===== src/rtl/pin_pulser.sv =====
// Timed pulse-burst driver for an output pin.
// Emits N on/off pulses per accepted start, then a one-cycle done.
module pin_pulser #(
  parameter bit          ACTIVE   = 1'b1,
  parameter logic [31:0] ON_TIME  = 32'd2000000,
  parameter logic [31:0] OFF_TIME = 32'd2000000,
  parameter int          COUNT_W  = 8
) (
  input  logic               clk,
  input  logic               reset,
  input  logic               start,
  input  logic [COUNT_W-1:0] count,
  output logic               busy,
  output logic               done,
  output logic               pin
);

  typedef enum logic [1:0] {
    IDLE,
    ON,
    OFF
  } state_t;

  localparam logic [COUNT_W-1:0] ONE = COUNT_W'(1);

  state_t             state, state_d;
  logic [31:0]        timer, timer_d;
  logic [COUNT_W-1:0] remaining, remaining_d;
  logic               pin_d, busy_d, done_d;

  always_ff @(posedge clk) begin
    if (reset) begin
      state     <= IDLE;
      timer     <= '0;
      remaining <= '0;
      pin       <= ~ACTIVE;
      busy      <= 1'b0;
      done      <= 1'b0;
    end else begin
      state     <= state_d;
      timer     <= timer_d;
      remaining <= remaining_d;
      pin       <= pin_d;
      busy      <= busy_d;
      done      <= done_d;
    end
  end

  always_comb begin
    state_d     = state;
    timer_d     = timer;
    remaining_d = remaining;
    pin_d       = pin;
    busy_d      = busy;
    done_d      = 1'b0;
    unique case (state)
      IDLE: begin
        if (start) begin
          if (count != '0) begin
            state_d     = ON;
            pin_d       = ACTIVE;
            busy_d      = 1'b1;
            remaining_d = count;
            timer_d     = ON_TIME - 32'd1;
          end else begin
            done_d = 1'b1;
          end
        end
      end
      ON: begin
        if (timer != '0) begin
          timer_d = timer - 32'd1;
        end else begin
          state_d     = OFF;
          pin_d       = ~ACTIVE;
          timer_d     = OFF_TIME - 32'd1;
          remaining_d = remaining - ONE;
        end
      end
      OFF: begin
        // the trailing gap always runs in full before idling
        if (timer != '0) begin
          timer_d = timer - 32'd1;
        end else if (remaining != '0) begin
          state_d = ON;
          pin_d   = ACTIVE;
          timer_d = ON_TIME - 32'd1;
        end else begin
          state_d = IDLE;
          busy_d  = 1'b0;
          done_d  = 1'b1;
        end
      end
      default: begin
        state_d = IDLE;
        pin_d   = ~ACTIVE;
        busy_d  = 1'b0;
      end
    endcase
  end

endmodule


===== config.mk =====
export PLATFORM = sky130hd
export DESIGN_NAME = pin_pulser
export DESIGN_NICKNAME = d
export VERILOG_FILES = /design/src/rtl/pin_pulser.sv
export SDC_FILE = /design/constraint.sdc
export NUM_CORES = 1
export LEC_CHECK = 0
export ABC_AREA = 1
export CAP_MARGIN = 20
export CORE_MARGIN = 4
export CORE_UTILIZATION = 55
export CTS_BUF_LIST = sky130_fd_sc_hd__clkbuf_4
export DETAILED_ROUTE_END_ITERATION = 16
export PLACE_DENSITY = 0.72
export RECOVER_POWER = 100
export SLEW_MARGIN = 20
export SYNTH_ARGS = -nofsm -noshare
export SYNTH_HDL_FRONTEND = slang
export SYNTH_SLANG_ARGS = --single-unit

===== constraint.sdc =====
create_clock -name clk -period 2.3 [get_ports clk]
set_input_delay 0.46 -clock clk [delete_from_list [all_inputs] [get_ports clk]]
set_output_delay 0.46 -clock clk [all_outputs]
set_load 0.05 [all_outputs]

==> metrics.md, run 1 <==
| Metric | Value |
|---|---|
| Setup CP Type | `flip-flop to flip-flop` |
| Die ar. | `7050 µm²` |
| Layout cell share with drive strength beyond 1 | `6.73%` |
| Setup TNS | `0 ns` |
| Hold Buf Count CTS | `0` |
| Skew final | `0.00954 ns` |
| Grt ovf | `0` |
| Finished Layout Cells | `637` |
| Yosys Warn Count | `0` |
| Vias/cell | `5.16` |
| Worst hold start | `timer[1]` |
| Crit path max fanout | `22` |
| Largest cells by area after synthesis | `dfxtp_1 28%, nand2_1 19%, nor2_1 14%` |
| GPL Wtd Cong | `0.950` |
| Initial drt markers | `216` |
| Cell area after synthesis | `3170 µm²` |
| Status | `completed` |
| Fin nets | `582` |
| Starting density of the core | `57.2%` |
| CP arrival | `2.34 ns` |
| # clock sinks | `45` |
| Worst r2r src | `timer[0]` |
| Pins over their slew limit | `0` |
| Clk Latency, worst-skew pair | `0.37 ns` |
| Pwr Total | `4.63 mW` |
| Worst Tran Pin Value | `0.498 ns` |
| Die X | `83.9 µm` |
| First-pass GRT wire length | `13600 µm` |
| Final hold violations | `0` |
| Number of routed nets with antenna violations | `0` |
| Area grow syn2layout | `9.63%` |
| Diode count | `0` |
| Worst hold path class | `flip-flop to flip-flop` |
| Core ar. | `5540 µm²` |
| Design Area, Final | `3480 µm²` |
| WHS Endpoint | `timer[1]` |
| GRT Util Overall | `23.1%` |
| Leading cell type in the layout, fill and taps excluded | `nand2_1` |
| Filler cells | `564` |
| Period Utilization, post-route | `89.4%` |
| DR WL/cell | `12.5 µm` |
| Flop-to-flop setup slack | `0.24 ns` |
| Drt first pass iters | `4` |
| Achievable Freq | `486 MHz` |
| Synth Net Count | `564` |
| Number of gates resized after CTS | `0` |
| Number of synthesized flops with an enable pin | `0` |
| Worst-path clk slew | `0.14 ns` |
| Commonest non-fill, non-tap cells in the layout | `162 x nand2_1, 119 x nor2_1, 61 x inv_1, 45 x dfxtp_1, 43 x nand3_1` |
| CTS tree | `built` |
| CTS H-tree depth | `2` |
| Worst r2r dst | `timer[15]` |
| Vias in the first global route | `2995` |
| Remaining DRCs | `0` |
| Top-area cell type share of the netlist area | `28.4%` |
| Worst Reg2Reg Path Length in Cells | `12` |
| Async S/R FF share, synth | `0%` |
| Register area | `901 µm²` |
| I/O Buffers | `13` |
| CTS root buf | `clkbuf_4` |
| Boundary Pins | `14` |
| CTS Buf Count | `5` |
| Antenna violations before repair | `0` |
| Placed instance area | `3410 µm²` |
| Mapped Cells | `547` |
| Multi-input gate area | `1950 µm²` |
| Final WL | `7950 µm` |
| Worst EP required | `2.58 ns` |
| Setup bufs post-CTS | `0` |
| Crit path time final | `2.06 ns` |
| Netlist cell types | `32` |
| # rows | `27` |
| Worst hold stages | `2` |
| Via Count | `3287` |
| Dpl hpwl | `6100 µm` |
| Sequential area share after synthesis | `28.4%` |
| Leak pwr | `1.62 nW` |
| #FFs+latches synth | `45` |
| Clock Path Buffers | `2` |
| Top_reg_cell synth | `dfxtp_1` |
| Avg Inst Size Synth | `5.80 µm²` |
| Height of the chip | `83.9 µm` |
| Final setup vio count | `0` |
| Power per Cell Area | `1330 nW/µm²` |
| CP endpoint kind | `flip-flop` |
| Placed instance count | `630` |
| Largest area contributor in the netlist | `dfxtp_1` |
| Largest net degree at the start of global routing | `37` |
| Startpoint types | `flip-flop` |
| Max rail drop VDD | `0.000641 V` |
| Unrepaired setup endpoints after global routing | `no` |
| MaxCap Viol Count | `0` |
| Slew HR | `66.7%` |
[worst max path at each step]
| stage | startpoint | to | cells after the start |
|---|---|---|---|
| finish | timer[0] | timer[15] | 12 |
| detailed placement | count[5] | timer[15] | 12 |
| floorplan | state[0] | timer[11] | 12 |
| global route | timer[0] | remaining[1] | 12 |
| global placement | count[1] | timer[19] | 10 |
| CTS | timer[0] | timer[15] | 12 |
[critical path, cell delays in order, from the launching register on]
cell,delay [ns]
dfxtp_1,0.35
inv_1,0.09
ha_1,0.23
nand2_2,0.10
nor2_4,0.22
nand2_2,0.09
nor2_4,0.12
nand3_4,0.19
nand2_2,0.13
inv_1,0.07
buf_12,0.15
o21ai_0,0.15
nor2_1,0.06
[flip-flops by register name (all words and copies together) (netlist names)]
register and count:
timer 32, remaining 8, state 2, busy 1, done 1, pin 1
[layer usage]
metal | global-route usage, % | vias to the layer above | share of wire [%]
met2 | 38.4 | 79 | 46
met4 | 5.26 | 0 | 0.96
li1 | - | 1742 | -
met5 | 0 | - | 0
met1 | 31.6 | 1458 | 48
met3 | 3.55 | 8 | 5.8
[logic make-up after synthesis]
kind of cell	share of synthesized area, %
compound gates	9.07
flops	28.4
xor+xnor	1.93
simple gates	48.2
fa+ha+maj	2.37
buf+inv	10.0
[power by group]
| part | switching, mW | leakage, nW | internal [mW] |
|---|---|---|---|
| Combinational | 1.89 | 1.21 | 1.00 |
| Clock | 0.270 | 0.0410 | 0.222 |
| Sequential | 0.235 | 0.370 | 1.01 |
[metrics by stage]
step / worst slack [ns] / util (%) / hold WS (ns)
floorplan: 0.569 / - / 0.455
global placement: 0.232 / 61.5 / 0.465
detailed placement: 0.219 / 61.5 / 0.485
CTS: 0.223 / 62.8 / 0.514
global route: 0.0169 / 62.8 / 0.544
finish: 0.243 / 62.8 / 0.511
[Yosys cell counts (all sizes together) (2+ instances only)]
cell type  instances
a21oi             27
buf                8
clkbuf             5
clkinv             2
dfxtp             45
ha                 6
inv               62
nand2            165
nand3             45
nand3b             4
nand4              7
nor2             126
nor3               9
o21ai             20
o21bai             2
or2                3
xnor2              6
[final cells by class]
type / instances / share of cell area (%)
multi-input cells: 425 / 56.1
flip-flops and latches: 45 / 25.9
inverters: 64 / 6.91
repair buffers: 24 / 6.41
well taps: 72 / 2.59
clock buffers: 5 / 1.08
clock inverters: 2 / 1.01
(Power assumes the default switching activity.)
==> inputs of run 2 (changes only) <==
- GPL_TIMING_DRIVEN: default -> 0
- TNS_END_PERCENT: default -> 30
==> metrics.md, run 2 (synthesis results as in run 1) <==
| Metric | Value |
|---|---|
| Startpoint types | `flip-flop` |
| CTS H-tree depth | `2` |
| DR WL/cell | `13.2 µm` |
| Pwr Total | `4.55 mW` |
| Status | `completed` |
| Setup CP Type | `flip-flop to flip-flop` |
| CP endpoint kind | `flip-flop` |
| # rows | `27` |
| Top flop regs | `timer (32), remaining (8), state (2)` |
| First-pass GRT wire length | `14400 µm` |
| Worst EP required | `2.62 ns` |
| Skew final | `0.0103 ns` |
| Filler cells | `583` |
| Boundary Pins | `14` |
| Worst Tran Pin Value | `0.560 ns` |
| Largest net degree at the start of global routing | `14` |
| Remaining DRCs | `0` |
| Setup TNS | `0 ns` |
| CP arrival | `2.46 ns` |
| Die ar. | `7050 µm²` |
| M3 GR Usage | `4.34%` |
| Final hold violations | `0` |
| Drt first pass iters | `5` |
| Largest register FFs | `32` |
| Leading cell type in the layout, fill and taps excluded | `nand2_1` |
| Power per Cell Area | `1320 nW/µm²` |
| Number of routed nets with antenna violations | `0` |
| Slew HR | `62.7%` |
| Grt ovf | `0` |
| Initial drt markers | `310` |
| Final setup vio count | `0` |
| Crit path time final | `2.15 ns` |
| Antenna violations before repair | `0` |
| Height of the chip | `83.9 µm` |
| CTS Buf Count | `5` |
| Diode count | `0` |
| MaxCap Viol Count | `0` |
| Worst-path clk slew | `0.14 ns` |
| Achievable Freq | `466 MHz` |
| Dpl hpwl | `6530 µm` |
| CTS root buf | `clkbuf_4` |
| Period Utilization, post-route | `93.3%` |
| Worst hold path class | `flip-flop to flip-flop` |
| WHS | `0.507 ns` |
| Clk Latency, worst-skew pair | `0.37 ns` |
| Reg with most FFs | `timer` |
| Vias in the first global route | `3213` |
| Most used routing layer | `met2` |
| Layout cell share with drive strength beyond 1 | `6.87%` |
| Final core occ | `62.0%` |
| Starting density of the core | `57.2%` |
| Area grow syn2layout | `8.28%` |
| GRT Util Overall | `25.0%` |
| Leak pwr | `1.60 nW` |
| Pre-CTS WS | `-0.120 ns` |
| Pins over their slew limit | `0` |
| CTS tree | `built` |
| Max rail drop VDD | `0.000535 V` |
| GPL Wtd Cong | `0.977` |
| Grt met2 use | `42.2%` |
| Clock Path Buffers | `2` |
| Unrepaired setup endpoints after global routing | `no` |
| Final WL | `8480 µm` |
| Die X | `83.9 µm` |
| Fin nets | `584` |
| I/O Buffers | `12` |
| Via Count | `3385` |
| Final worst slack | `0.153 ns` |
| Core ar. | `5540 µm²` |
| Commonest non-fill, non-tap cells in the layout | `163 x nand2_1, 117 x nor2_1, 60 x inv_1, 45 x dfxtp_1, 43 x nand3_1` |
| Met1 GRT Util | `31.5%` |
| # clock sinks | `45` |
| Crit path max fanout | `10` |
| Vias/cell | `5.29` |
-- run 2: path summary, 6_finish.rpt --
kind | to | cells after the start | startpoint | slack (ns)
setup / recovery | timer[5] | 12 | state[0] | 0.15
hold / removal | timer[1] | 2 | timer[1] | 0.51
setup reg to reg | timer[5] | 12 | state[0] | 0.15
hold reg to reg | timer[1] | 2 | timer[1] | 0.51
-- run 2: report_power, final --
group / switching, mW / total (mW) / internal (mW)
sequential: 0.227 / 1.23 / 1.01
clock: 0.269 / 0.398 / 0.129
combinational: 1.95 / 2.91 / 0.966
total: 2.45 / 4.55 / 2.10
-- run 2: worst max-delay path, cell delays in order (launching register included) --
cell     delay [ns]
dfxtp_1        0.42
inv_1          0.08
ha_1           0.27
nand2_1        0.12
nor2_1         0.07
nand2_1        0.06
nand2_1        0.12
nor2_4         0.25
nand2_2        0.10
inv_1          0.11
buf_2          0.28
nand2_1        0.10
a21oi_2        0.12
-- run 2: routing by layer --
metal / wire, µm / share of wire, %
met5: 0 / 0
met4: 230 / 2.7
met3: 367 / 4.3
met2: 3950 / 47
met1: 3930 / 46
-- run 2: final cells by class --
cell class	instances	area (µm²)	share of cell area, %
clock buffer	6	45.0	1.31
tap	72	90.1	2.62
multi-input combinational	425	1950	56.8
sequential	45	901	26.2
inverter	64	240	6.99
clock inverter	2	10.0	0.291
timing repair buffer	13	128	3.72
buffer	13	70.1	2.04
-- run 2: timing repair --
item | CTS | global route
endpoints found under the hold margin | 0 | 0
buffers inserted | 0 | 1
endpoints found under the setup margin | 0 | 29
gates resized for setup | 0 | 2
hold buffers | 0 | 0
-- run 2: per-stage QoR --
stage | cell area [µm²] | instances
final | 3430 | 640
after global routing | 3430 | 640
after CTS | 3440 | 639
after detailed placement | 3380 | 631
after global placement | 3380 | 631
after floorplan | 3170 | 547
==> inputs of run 3 (changes only) <==
- CORE_MARGIN: 4 -> default
==> metrics.md, run 3 (synthesis results as in run 1) <==
| Metric | Value |
|---|---|
| Reg with most FFs | `timer` |
| CTS root buf | `clkbuf_4` |
| Highest routed layer | `met4` |
| Worst r2r src | `timer[0]` |
| Vias/cell | `5.32` |
| Pins over their slew limit | `0` |
| Height of the chip | `77.9 µm` |
| GRT Util Overall | `29.8%` |
| Filler cells | `544` |
| Vias in the first global route | `3103` |
| Worst Tran Pin Value | `0.560 ns` |
| Diode count | `0` |
| Slew HR | `62.6%` |
| Max rail drop VDD | `0.000650 V` |
| DR WL/cell | `13.2 µm` |
| Achievable Freq | `471 MHz` |
| CP endpoint kind | `flip-flop` |
| Setup TNS | `0 ns` |
| Fin nets | `586` |
| Setup CP Type | `flip-flop to flip-flop` |
| Worst hold stages | `2` |
| Skew final | `0.0201 ns` |
| Crit path time final | `2.13 ns` |
| Layout cell share with drive strength beyond 1 | `7.02%` |
| CP cell instances | `inv_1 > ha_1 > nand2_2 > nor2_4 > nand2_1 > nor2_4 > nand3_4 > nand2_2 > clkbuf_4 > buf_8 > nand2_1 > a21oi_2` |
| CTS Buf Count | `5` |
| Die ar. | `6070 µm²` |
| Metal-1 WL | `3910 µm` |
| # clock sinks | `45` |
| Worst hold path class | `flip-flop to flip-flop` |
| Status | `completed` |
| Die X | `77.9 µm` |
| Area grow syn2layout | `9.70%` |
| Power per Cell Area | `1350 nW/µm²` |
| WHS Endpoint | `timer[0]` |
| Core ar. | `5540 µm²` |
| Flop-to-flop setup slack | `0.17 ns` |
| Period Utilization, post-route | `92.4%` |
| Worst r2r dst | `timer[5]` |
| Worst path max stage delay | `0.34 ns` |
| Worst-path clk slew | `0.14 ns` |
| Remaining DRCs | `0` |
| Initial drt markers | `214` |
| Drt first pass iters | `5` |
| Crit path max fanout | `10` |
| Worst Reg2Reg Path Length in Cells | `12` |
| Wire length on met3 | `442 µm` |
| Number of routed nets with antenna violations | `0` |
| Leading cell type in the layout, fill and taps excluded | `nand2_1` |
| Unrepaired setup endpoints after global routing | `no` |
| CP max-delay cell | `dfxtp_1` |
| Grt ovf | `0` |
| Final hold violations | `0` |
| Commonest non-fill, non-tap cells in the layout | `163 x nand2_1, 117 x nor2_1, 60 x inv_1, 45 x dfxtp_1, 43 x nand3_1` |
| Leak pwr | `1.61 nW` |
| WL met2 | `3940 µm` |
| Largest register FFs | `32` |
| Final WL | `8450 µm` |
| First-pass GRT wire length | `14100 µm` |
| Top flop regs | `timer (32), remaining (8), state (2)` |
| Starting density of the core | `57.2%` |
| Startpoint types | `flip-flop` |
| Boundary Pins | `14` |
| Worst EP required | `2.61 ns` |
| CTS H-tree depth | `2` |
| Antenna violations before repair | `0` |
| CTS tree | `built` |
| Clk Latency, worst-skew pair | `0.37 ns` |
| CP arrival | `2.44 ns` |
| Dpl hpwl | `6440 µm` |
| GPL Wtd Cong | `0.931` |
| Worst hold start | `timer[0]` |
| Final core occ | `62.8%` |
| Largest net degree at the start of global routing | `15` |
| I/O Buffers | `12` |
| Final setup vio count | `0` |
| MaxCap Viol Count | `0` |
| Clock Path Buffers | `2` |
| # rows | `27` |
| Via Count | `3414` |
| WHS | `0.506 ns` |
==> run 3: per-stage QoR <==
stage | power, mW | instance area, µm² | instances | setup WS, ns
CTS | 4.63 | 3460 | 639 | 0.0964
finish | 4.69 | 3480 | 642 | 0.175
global route | 5.19 | 3480 | 642 | 0.00158
global placement | 4.07 | 3380 | 631 | -0.101
detailed placement | 4.13 | 3380 | 631 | -0.120
floorplan | 3.46 | 3170 | 547 | 0.569
==> run 3: cell type report <==
cell class,instances,area [µm²],share of cell area (%)
multi-input combinational,425,1950,56.1
sequential,45,901,25.9
clock buffer,5,37.5,1.08
buffer,13,73.8,2.12
timing repair buffer,15,143,4.10
tap,72,90.1,2.59
inverter,64,240,6.90
clock inverter,3,41.3,1.19
==> run 3: worst max path at each step <==
stage | start | to | slack, ns
6_report | timer[0] | timer[5] | 0.17
3_5_place_dp | count[3] | timer[19] | -0.12
4_1_cts | state[1] | timer[1] | 0.1
3_3_place_gp | count[6] | timer[30] | -0.10
2_1_floorplan | state[0] | timer[11] | 0.57
5_1_grt | timer[0] | timer[20] | 0.002
==> run 3: critical path, delay by kind of cell (launching register included) <==
kind,cells,cell delay (ns)
flip-flops,1,0.34
adder cells (fa/ha/maj),1,0.24
AND/OR/NAND/NOR,7,0.89
buffers and inverters,3,0.47
AO/OA/AOI/OAI,1,0.12
==> run 3: report_power, final <==
part / internal [mW] / total (mW) / leakage [nW] / switching [mW]
Sequential: 1.01 / 1.23 / 0.370 / 0.227
Clock: 0.225 / 0.503 / 0.0389 / 0.277
Combinational: 0.999 / 2.95 / 1.20 / 1.95
==> run 3: timing repair <==
item | in CTS | in global routing
buffers inserted | 0 | 3
resized for setup | 0 | 2
endpoints found under the setup margin | 0 | 27
hold buffers | 0 | 0
==> run 3: per-layer routing <==
metal	track usage [%]	up-vias
met5	0	-
met2	51.1	99
li1	-	1765
met4	11.9	0
met1	37.4	1538
met3	4.24	12
==> RTL change: new RTL, config.mk and constraints of run 3 <==
Make the reset (`reset`) asynchronous in one clocked block.
--- a/src/rtl/pin_pulser.sv
+++ b/src/rtl/pin_pulser.sv
@@ -29,5 +29,5 @@
   logic               pin_d, busy_d, done_d;
 
-  always_ff @(posedge clk) begin
+  always_ff @(posedge clk or posedge reset) begin
     if (reset) begin
       state     <= IDLE;
Check against the original RTL: differs if reset is asserted again (counterexample within 4 cycles, from zero or initial values and one cycle with reset high); with reset held inactive, the same outputs for 10 cycles.
==> RTL change against run 3 <==
Cell area is 1.8% higher; routed wire length fell by 4.4%; clock skew down 0.0097 ns; setup slack got worse by 0.043 ns; combinational power decreased by 34%; critical path depth is 3 lower; synthesized cell count decreased by 10%; worst hold slack lost 0.020 ns; first-iteration DRC count is 20% higher; total power is 25% lower; global-route usage shrank 1.0 points; synthesized area up 3.3%; sequential cell count did not move.
==> RTL change: results (changes against run 3) <==
.. list-table::
   :header-rows: 1

   * - Metric
     - Value
   * - Result of the run
     - completed
   * - Post-synth top cells
     - sky130_fd_sc_hd__nand2_1 (147), sky130_fd_sc_hd__nor2_1 (79), sky130_fd_sc_hd__inv_1 (50)
   * - Worst R2R Setup Slack
     - 0.13 ns (-0.04 ns)
   * - Leakage power summed over all cells
     - 1.85 nW (+15%)
   * - Wire length after detailed routing
     - 8080 microns (-4.4%)
   * - Pre-antenna DRT Iters
     - 5 (unchanged)
   * - M3 GR Usage
     - 3.68% (-0.56 points)
   * - Via density per instance
     - 5.37 (+0.97%)
   * - Deepest clock path buffer count
     - 2 (unchanged)
   * - Largest net degree at the start of global routing
     - 26 (+11)
   * - Worst flop-to-flop path startpoint
     - timer[0]
   * - Net total in the final layout
     - 530 (-9.6%)
   * - Area share of fa/ha/maj cells after synthesis
     - 2.29% (-0.075 points)
   * - Main flop type after synthesis
     - sky130_fd_sc_hd__dfrtp_1
   * - Met2 routing resource usage after global routing
     - 50.7% (-0.37 points)
   * - Global-route wire length before repair
     - 13800 microns (-2.1%)
   * - Number of buffers added on ports
     - 13 (+1)
   * - Initial drt markers
     - 256 (+20%)
   * - Global placement routability congestion
     - 0.920 (-1.2%)
   * - Worst ir drop on vdd
     - 0.000623 V (-4.2%)
   * - XOR/XNOR Fraction of Synth Area
     - 2.94% (+1.0 points)
   * - Met1 layer usage reported by global route
     - 35.7% (-1.7 points)
   * - Worst r2r path cells
     - 9 (-3)
   * - Placement Cell Area
     - 3520 sq um (+4.0%)
   * - Number of antenna violations at the first check in global routing
     - 0 (unchanged)
   * - Worst path arrival time
     - 2.42 ns (-0.02 ns)
   * - Maximum fanout count along the critical path
     - 7 (-3)
   * - Via count of the first global-routing pass
     - 3035 (-2.2%)
   * - Sequential element share of the synthesized area
     - 34.4% (+6.0 points)
   * - Clock Skews
     - 0.0104 ns (-0.00970 ns)
   * - Share of layout cells above drive strength 1
     - 7.60% (+0.58 points)
   * - Worst Setup Slack post-DPL
     - -0.0248 ns (+0.0956 ns)
   * - Share of async-settable or async-resettable flops after synthesis
     - 100% (+100 points)
   * - Share of the synthesized area in compound gates (AO/OA/AOI/OAI)
     - 8.29% (-0.78 points)
   * - Post-synth net total
     - 509 (-9.8%)
   * - Worst setup endpoint
     - timer[29]
   * - Worst max-slew margin expressed relative to the limit
     - 45.6% (-17 points)
   * - GR Util All Layers
     - 28.8% (-1.0 points)
   * - Maximum operating frequency
     - 461 MHz (-2.0%)
   * - Placed wire-length estimate after detailed placement
     - 6190 microns (-3.9%)
   * - Synth top area cells
     - sky130_fd_sc_hd__dfrtp_1 (34%), sky130_fd_sc_hd__nand2_1 (17%), sky130_fd_sc_hd__nor2_1 (9.1%), sky130_fd_sc_hd__nand3_1 (7.0%), sky130_fd_sc_hd__inv_1 (5.7%)
   * - Clock buffer count from CTS
     - 5 (unchanged)
   * - Post-CTS clock slew at the launch and capture registers of the worst setup and hold paths
     - 0.14 ns (about the same)
## RTL change: cell types whose count changed after synthesis, sizes merged, moves of 10 or more
| cell | change |
|---|---|
| nor2 | -34 |
| o21ai | +24 |
| a21oi | -24 |
| nand2 | -10 |
| dfxtp | -45 |
| dfrtp | +45 |
## RTL change: cell type report
class	count	area, sq um
plain buffers	12	85.1
fillers	551	2070
clock buffers	6	45.0
inverters	54	203
well taps	72	90.1
multi-input cells	381	1850
clock inverters	1	3.75
repair buffers	14	135
flip-flops and latches	45	1130
## RTL change: power breakdown
part	switching, W	leakage, nW	internal, W	total [W]
registers	0.000183	0.562	0.000985	0.00117
logic	0.00134	1.26	0.000614	0.00196
clock network	0.000266	0.0292	0.000124	0.000390
total	0.00179	1.85	0.00172	0.00351
## RTL change: worst min path at each step
stage / start / to / slack (ns) / depth (start not counted)
after floorplan: remaining[1] / remaining[1] / 0.44 / 2
after global placement: remaining[1] / remaining[1] / 0.46 / 2
after detailed placement: remaining[2] / remaining[2] / 0.47 / 2
after CTS: reset / timer[7] / 0.42 / 2
after global routing: busy / busy / 0.53 / 2
final: busy / busy / 0.49 / 2
## RTL change: per-stage QoR
stage | util (%) | hold slack (ns) | power, W | cells
after floorplan | - | 0.442 | 0.00263 | 492
after global placement | 62.3 | 0.455 | 0.00311 | 577
after detailed placement | 62.7 | 0.465 | 0.00315 | 578
after CTS | 63.6 | 0.423 | 0.00354 | 585
after global routing | 63.2 | 0.534 | 0.00384 | 585
final | 63.2 | 0.486 | 0.00351 | 585
## RTL change: critical path, stage by stage (launching register included)
cell and delay, ns:
sky130_fd_sc_hd__dfrtp_1 0.39, sky130_fd_sc_hd__inv_1 0.11, sky130_fd_sc_hd__ha_1 0.32, sky130_fd_sc_hd__nand2_4 0.12, sky130_fd_sc_hd__nor2_8 0.19, sky130_fd_sc_hd__nand2_1 0.14, sky130_fd_sc_hd__o21ai_2 0.35, sky130_fd_sc_hd__inv_1 0.10
sky130_fd_sc_hd__nor2_1 0.25, sky130_fd_sc_hd__nor2_1 0.08
## RTL change: cell families after synthesis
family | Yosys count
xor+xnor | 11
flops | 45
simple gates | 314
fa+ha+maj | 6
buf+inv | 66
compound gates | 50
## RTL change: per-layer routing
metal	up-vias	wire length [microns]
li1	1600	-
met1	1437	3590
met2	84	3930
met3	20	362
met4	0	198
met5	-	0
